### src/rtl/led_count_display.sv
// ============================================================================
// Module   : led_count_display
// Purpose  : Sequential double-dabble binary-to-BCD converter that drives four
//            active-low 7-segment digits, with optional leading-zero blanking.
// Revision : 1.0
// ============================================================================
`default_nettype none

module led_count_display #(
    parameter bit BLANK_LEADING = 1'b1
) (
    input  logic        clk,
    input  logic        rst_n,
    input  logic [9:0]  value,
    output logic        busy,
    output logic        update,
    output logic [15:0] bcd,
    output logic [6:0]  hex0,
    output logic [6:0]  hex1,
    output logic [6:0]  hex2,
    output logic [6:0]  hex3
);

    typedef enum logic [0:0] {
        S_IDLE = 1'b0,
        S_CONV = 1'b1
    } state_t;

    localparam logic [6:0] C_SEG_ZERO  = 7'b1000000;
    localparam logic [6:0] C_SEG_BLANK = 7'b1111111;
    localparam logic [6:0] C_UPPER_RST = BLANK_LEADING ? C_SEG_BLANK : C_SEG_ZERO;
    localparam logic [3:0] C_LAST_CNT  = 4'd9;

    function automatic logic [6:0] seg7(input logic [3:0] digit);
        logic [6:0] seg;
        case (digit)
            4'd0:    seg = 7'b1000000;
            4'd1:    seg = 7'b1111001;
            4'd2:    seg = 7'b0100100;
            4'd3:    seg = 7'b0110000;
            4'd4:    seg = 7'b0011001;
            4'd5:    seg = 7'b0010010;
            4'd6:    seg = 7'b0000010;
            4'd7:    seg = 7'b1111000;
            4'd8:    seg = 7'b0000000;
            4'd9:    seg = 7'b0010000;
            default: seg = C_SEG_BLANK;
        endcase
        return seg;
    endfunction

    state_t      state_q,      state_d;
    logic [9:0]  last_value_q, last_value_d;
    logic [25:0] shift_q,      shift_d;
    logic [3:0]  cnt_q,        cnt_d;
    logic [15:0] bcd_q,        bcd_d;
    logic [6:0]  hex0_q,       hex0_d;
    logic [6:0]  hex1_q,       hex1_d;
    logic [6:0]  hex2_q,       hex2_d;
    logic [6:0]  hex3_q,       hex3_d;
    logic        busy_q,       busy_d;
    logic        update_q,     update_d;

    logic [25:0] w_shift_adj;
    logic [25:0] w_shift_nxt;
    logic [15:0] w_bcd_final;

    // One double-dabble step: add 3 to every BCD nibble >= 5, then shift.
    always_comb begin
        w_shift_adj = shift_q;
        for (int i = 0; i < 4; i++) begin
            if (shift_q[10 + 4*i +: 4] >= 4'd5) begin
                w_shift_adj[10 + 4*i +: 4] = shift_q[10 + 4*i +: 4] + 4'd3;
            end
        end
        w_shift_nxt = w_shift_adj << 1;
        w_bcd_final = w_shift_nxt[25:10];
    end

    always_comb begin
        state_d      = state_q;
        last_value_d = last_value_q;
        shift_d      = shift_q;
        cnt_d        = cnt_q;
        bcd_d        = bcd_q;
        hex0_d       = hex0_q;
        hex1_d       = hex1_q;
        hex2_d       = hex2_q;
        hex3_d       = hex3_q;
        busy_d       = busy_q;
        update_d     = 1'b0;

        case (state_q)
            S_IDLE: begin
                if (value != last_value_q) begin
                    last_value_d = value;
                    shift_d      = {16'b0, value};
                    cnt_d        = 4'd0;
                    state_d      = S_CONV;
                    busy_d       = 1'b1;
                end
            end
            S_CONV: begin
                shift_d = w_shift_nxt;
                cnt_d   = cnt_q + 4'd1;
                if (cnt_q == C_LAST_CNT) begin
                    bcd_d    = w_bcd_final;
                    hex0_d   = seg7(w_bcd_final[3:0]);
                    // A digit blanks only when it and every higher digit are zero.
                    hex1_d   = (BLANK_LEADING && (w_bcd_final[15:4] == 12'd0))
                               ? C_SEG_BLANK : seg7(w_bcd_final[7:4]);
                    hex2_d   = (BLANK_LEADING && (w_bcd_final[15:8] == 8'd0))
                               ? C_SEG_BLANK : seg7(w_bcd_final[11:8]);
                    hex3_d   = (BLANK_LEADING && (w_bcd_final[15:12] == 4'd0))
                               ? C_SEG_BLANK : seg7(w_bcd_final[15:12]);
                    update_d = 1'b1;
                    busy_d   = 1'b0;
                    state_d  = S_IDLE;
                end
            end
            default: begin
                state_d = S_IDLE;
                busy_d  = 1'b0;
            end
        endcase
    end

    always_ff @(posedge clk or negedge rst_n) begin
        if (!rst_n) begin
            state_q      <= S_IDLE;
            last_value_q <= 10'd0;
            shift_q      <= 26'd0;
            cnt_q        <= 4'd0;
            bcd_q        <= 16'd0;
            hex0_q       <= C_SEG_ZERO;
            hex1_q       <= C_UPPER_RST;
            hex2_q       <= C_UPPER_RST;
            hex3_q       <= C_UPPER_RST;
            busy_q       <= 1'b0;
            update_q     <= 1'b0;
        end else begin
            state_q      <= state_d;
            last_value_q <= last_value_d;
            shift_q      <= shift_d;
            cnt_q        <= cnt_d;
            bcd_q        <= bcd_d;
            hex0_q       <= hex0_d;
            hex1_q       <= hex1_d;
            hex2_q       <= hex2_d;
            hex3_q       <= hex3_d;
            busy_q       <= busy_d;
            update_q     <= update_d;
        end
    end

    assign busy   = busy_q;
    assign update = update_q;
    assign bcd    = bcd_q;
    assign hex0   = hex0_q;
    assign hex1   = hex1_q;
    assign hex2   = hex2_q;
    assign hex3   = hex3_q;

endmodule

`default_nettype wire

### config.mk
export PLATFORM = sky130hd
export DESIGN_NAME = led_count_display
export DESIGN_NICKNAME = d
export VERILOG_FILES = /design/src/rtl/led_count_display.sv
export SDC_FILE = /design/constraint.sdc
export NUM_CORES = 1
export LEC_CHECK = 0
export BUFFER_PORTS_ARGS = -buffer_cell sky130_fd_sc_hd__buf_2
export CAP_MARGIN = 20
export CORE_ASPECT_RATIO = 1.1
export CORE_UTILIZATION = 59
export DETAILED_ROUTE_END_ITERATION = 12
export MAX_ROUTING_LAYER = met4
export PLACE_DENSITY = 0.81
export SLEW_MARGIN = 20
export SYNTH_ARGS = -nofsm -noshare
export SYNTH_HDL_FRONTEND = slang
export SYNTH_SLANG_ARGS = --single-unit
### constraint.sdc
create_clock -name clk -period 3.45 [get_ports clk]
set_input_delay 0.1725 -clock clk [delete_from_list [all_inputs] [get_ports clk]]
set_output_delay 0.1725 -clock clk [all_outputs]
set_load 0.03 [all_outputs]
# Yosys cells after proc, flatten, opt, wreduce, memory -nomap -nowiden
# Memory sizes are Yosys's and may differ from the RTL's. A register that Yosys moved wholly into a read port is not among the register bits.
# Index checks and enable logic that the tools add are counted.
# op_classes
addsub,5
magnitude_cmp,4
n_eq_ne,4
n_mux,19
bitwise_logic,1
reduce_logical,7
# op_table
op,n
one-hot mux 26 bit (2 select lines),1
2-to-1 mux 26 bit,1
2-to-1 mux 7 bit,3
greater-or-equal comparator 4 x 3 -> 1 bit (second input constant),4
2-to-1 mux 4 bit,4
adder 4 x 2 -> 4 bit (second input constant),3
zero test 12 bit,1
!= test 10 bit,1
zero test 8 bit,1
one-hot mux 4 bit (2 select lines),1
2-to-1 mux 1 bit,6
AND reduction 2 bit,3
adder 4 x 1 -> 4 bit (second input constant),1
equality test 4 bit (second input constant),1
zero test 4 bit,1
one-hot mux 1 bit (2 select lines),2
adder 3 x 2 -> 3 bit (second input constant),1
2-to-1 mux 3 bit,1
!= test 2 x 1 -> 1 bit (second input constant),1
!= test 2 bit (second input constant),1
zero test 1 bit,1
inverter 1 bit,1
# word_totals
reg_bits,80
mem_bits_ro,448
inputBits,12
out_inout_bits,46
word_cells,54
memories,4
# memory_table
memory,words,width,rd,rd_ports_with_merged_regs,wr,line_no,text
(no name shown),16,7,1,1,0,36,case (digit)
(no name shown),16,7,1,0,0,36,
(no name shown),16,7,1,0,0,36,
(no name shown),16,7,1,0,0,36,

# Longest topological paths before layout
# depth
ltp_word,4
ltp_mapped,11
depth_no_buf,11

# Least setup slack after synthesis
# Ideal clock, no wire load.
# synth_path
kind,register to register
startpoint,register shift_q[14]
endpoint,"register hex1_q[3], in the netlist hex1[3]"
setup_ns,0.060
arrival_time_ns,2.377
required_time_ns,3.390
setup_slack_ns,1.013
stages_incl_launch_ff,11
n_path_buf,1
synth_period_minus_slack_ns,2.437
path_cell_list,dfrtp_1 > clkbuf_1 > inv_1 > ha_1 > nor2b_1 > o31ai_1 > or2_2 > ha_1 > or3_1 > a21oi_1 > o22a_1
# synth_between
elab_chain_cells,4
elab_cells_between_ends,6
cone_classes,add/sub: 1; order compare: 1; mux: 2; reduce/logical: 1; memory: 1
# synth_rtl
item,line_no,text
"start, declared",54,"logic [25:0] shift_q, shift_d;"
"start signal, assigned",144,shift_q <= shift_d;
adder 4 x 2 -> 4 bit / greater-or-equal comparator 4 x 3 -> 1 bit (equally long branches),"73, 72",
2-to-1 mux 4 bit *,72,if (shift_q[10 + 4*i +: 4] >= 4'd5) begin
memory (16 x 7 bit) / zero test 12 bit (equally long branches),--,
2-to-1 mux 7 bit *,111,? C_SEG_BLANK : seg7(w_bcd_final[7:4]);
"end signal, assigned",136,hex1_q <= C_UPPER_RST;
"end signal, assigned",148,hex1_q <= hex1_d;
"end, declared",58,"logic [6:0] hex1_q, hex1_d;"
# Mark *: on every way between the ends. The rest lies on a longest branch, timed or not.
# A chain may end at the register's enable or synchronous reset.

# Worst setup path in the final report
# layout_path
startpoint,register shift_q[22]
endpoint,"register hex1_q[6], in the netlist hex1[6]"
# layout_between
elab_chain_cells,4
elab_cells_between_ends,5
cone_classes,add/sub: 1; order compare: 1; mux: 2; reduce/logical: 1
# layout_rtl
item,line_no,text
greater-or-equal comparator 4 x 3 -> 1 bit / adder 3 x 2 -> 3 bit (equally long branches),"72, 73",
2-to-1 mux 3 bit *,72,
zero test 12 bit *,110,hex1_d = (BLANK_LEADING && (w_bcd_final[15:4] == 12'd0))
2-to-1 mux 7 bit *,111,
# Marked as above.

==> out/qor.yml <==
sta:
  slew_headroom: 0.445
  worst-slew-pin-transition_ns: 0.833
  final.min_clock_period_ns: 2.70
  grt_setup_unrepaired: "no"
  fin_crit_sh: 0.782
  setup_tns_ns: 0
  timing.final.hold_violations: 0
  maxSlewViolCount: 0
  clock-skew-final_ns: 0.0101
  final-setup-viol-count: 0
  fmax_mhz: 371
synth:
  async_flop_share: 1.00
  synth_top_area_cell: "sky130_fd_sc_hd__dfrtp_1"
  mappedNetlistArea_um2: 4930
  netlist_instances: 485
  ys_warn_count: 0
  synth_enable_flop_cells: 0
  synth_top_flop_cell: "sky130_fd_sc_hd__dfrtp_1"
  synthDominantCellAreaShare: 0.330
  syn-num-nets: 524
  ys_ff_latch: 87
  cells_taking_the_most_area_after_synthesis: "sky130_fd_sc_hd__dfrtp_1 (33%), sky130_fd_sc_hd__dfstp_2 (12%), sky130_fd_sc_hd__ha_1 (6.9%)"
  synth.lib_cells_used.distinct: 71
  synth-seq-area-share: 0.448
  post_synth.cell_area_avg_um2: 10.2
critical_path:
  worstPathMaxFanout: 9
  highest_delay_cell_along_the_critical_path: "sky130_fd_sc_hd__dfrtp_1"
  worstPathArrival_ns: 2.99
  cp_num_buf_inv: 1
  worst-endpoint-required_ns: 3.74
  kind_of_cell_with_the_highest_combined_delay_on_the_critical_path: "compound AO/OA/AOI/OAI gates"
  critPathMostFrequentCell: "sky130_fd_sc_hd__ha_1"
  critical_path_class: "flip-flop to flip-flop"
  critical_path.max_stage_delay_ns: 0.43
  endpoint_kind: "flip-flop"
  cp-start-kind: "flip-flop"
  crit_path_cell_trace: "inv_1 -> ha_1 -> nand2b_1 -> a21oi_1 -> xnor2_2 -> ha_1 -> o2111ai_4 -> o211ai_4 -> o22a_1"
cts:
  cts_made_buffers: 9
  cts.sink_count: 87
  clkLatencyLatePin_ns: 0.36
  htree_levels: 3
  cts.path.max_buffers: 2
  cts_tree: "yes"
  postCtsSetupBuffers: 0
  clock_pin_slew_worst_setup_and_hold_paths_ns: 0.08
  clock_root_cell: "sky130_fd_sc_hd__clkbuf_8"
floorplan:
  rows: 34
  start_util: 0.616
  floorplan.die.width_um: 89.1
  core_um2: 8000
  die-height_um: 97.8
  area_of_the_die_um2: 8720
  floorplan.io_pins: 58
final_layout:
  area_growth_pct: 11.0
  layout.nets: 571
  layout_commonest_cell: "sky130_fd_sc_hd__dfrtp_1"
  n_antenna_cell: 0
  final_util: 0.684
  layout_common_cells: "sky130_fd_sc_hd__dfrtp_1 (65), sky130_fd_sc_hd__nand2_1 (62), sky130_fd_sc_hd__buf_2 (56)"
  final_layout_size_suffix_gt1_frac: 0.263
placement:
  io_buffers: 57
  detailedPlacementHpwl_mm: 6.87
  finalWeightedCongestion: 1.00
detailed_routing:
  detailedRoute.firstPassIterationCount: 5
  drc: 0
  drt_wl_total_mm: 9.79
  drt-vias-per-instance: 5.78
  route.vias.total: 3728
  drt.antenna.violating_nets: 0
  wl_per_cell_um: 15.2
  violation_count_after_the_first_detailed_route_iteration: 276
job:
  max-cap-violations: 0
global_route:
  antenna_found_initial: 0
  largest_net_degree_at_the_start_of_global_routing: 68
  use_met2: 0.393
  grt_util_met3: 0.0448
  grt.busiest_layer: "met2"
  grt-ovfl-total: 0
  grt_first_pass_wirelength_mm: 16.7
  grt_pass1_vias: 3550
  gr-usage-all-layers: 0.253
  global_route.usage.met1: 0.333
run_status:
  status: "complete, no violations"
hold_path:
  timing.hold.worst.class: "input pin to flip-flop"
## path summary, 6_finish.rpt
kind,start,endpoint,slack (ns),depth (start not counted)
max in group asynchronous,rst_n,hex0[6],2.12,3
hold / removal,value[7],last_value_q[7],0.09,2
setup reg to reg,shift_q[22],hex1[6],0.75,9
min in group asynchronous,rst_n,update,0.46,2
setup / recovery,shift_q[22],hex1[6],0.75,9
hold reg to reg,hex3[0],hex3[0],0.46,2
## sequential cells by signal (all words and copies together) (netlist names)
register      cells
shift_q          26
bcd              16
last_value_q     10
hex0              7
hex1              7
hex2              7
hex3              7
cnt_q             4
busy              1
state_q           1
update            1
## kinds of logic after synthesis
logic type	count (synthesis)	synth area share
buf+inv	48	0.0483
simple gates	140	0.139
mux	28	0.0610
xor+xnor	14	0.0264
flops	87	0.448
compound gates	141	0.209
fa+ha+maj	27	0.0686
## worst reg2reg max path: stages (launching register included)
cell	delay (ns)
sky130_fd_sc_hd__dfrtp_1	0.43
sky130_fd_sc_hd__inv_1	0.16
sky130_fd_sc_hd__ha_1	0.29
sky130_fd_sc_hd__nand2b_1	0.14
sky130_fd_sc_hd__a21oi_1	0.25
sky130_fd_sc_hd__xnor2_2	0.25
sky130_fd_sc_hd__ha_1	0.37
sky130_fd_sc_hd__o2111ai_4	0.23
sky130_fd_sc_hd__o211ai_4	0.32
sky130_fd_sc_hd__o22a_1	0.21
## layer usage
metal	routed length [µm]	up-vias
met2	4900	80
met4	155	0
li1	-	1822
met5	0	-
met3	310	13
met1	4420	1813
## cells in the mapped netlist (5+ instances only)
cell type                  instances
sky130_fd_sc_hd__mux2_2           12
sky130_fd_sc_hd__nor2_1           22
sky130_fd_sc_hd__o21ai_1           9
sky130_fd_sc_hd__a211oi_1          7
sky130_fd_sc_hd__o21ai_0          42
sky130_fd_sc_hd__clkbuf_1         12
sky130_fd_sc_hd__dfrtp_1          65
sky130_fd_sc_hd__nand2_1          62
sky130_fd_sc_hd__mux2i_1          15
sky130_fd_sc_hd__xnor2_1          10
sky130_fd_sc_hd__and2_1            7
sky130_fd_sc_hd__a31o_2            6
sky130_fd_sc_hd__a31oi_1           5
sky130_fd_sc_hd__dfstp_2          22
sky130_fd_sc_hd__nand3_1          12
sky130_fd_sc_hd__nor3_1            7
sky130_fd_sc_hd__nand2b_1          6
sky130_fd_sc_hd__o31ai_1           5
sky130_fd_sc_hd__buf_2             6
sky130_fd_sc_hd__o22a_1           14
sky130_fd_sc_hd__ha_1             27
sky130_fd_sc_hd__inv_1            18
sky130_fd_sc_hd__buf_6             5
sky130_fd_sc_hd__a21oi_1          15
## cell type report
cell class | count | area, µm²
fill | 644 | 2530
sequential | 87 | 2200
timing repair buffer | 63 | 335
tap | 108 | 135
multi-input combinational | 350 | 2480
clock buffer | 10 | 138
inverter | 21 | 78.8
clock inverter | 6 | 92.6
## repair_timing
item,4_1_cts,5_1_grt
hold buffers,1,0
gates resized for setup,0,0
endpoints found under the hold margin,47,0
## per-stage QoR
stage	hold slack, ns	area [µm²]	cells	setup WS (ns)
after floorplan	-0.123	4930	485	1.01
after global placement	0.312	5230	628	0.984
after detailed placement	0.329	5230	628	0.804
after CTS	0.0748	5470	645	0.777
after global routing	0.0810	5470	645	0.588
final	0.0899	5470	645	0.751
Power is not shown: default switching activity piles up to over one toggle a cycle in this logic, so the estimate is an artifact.
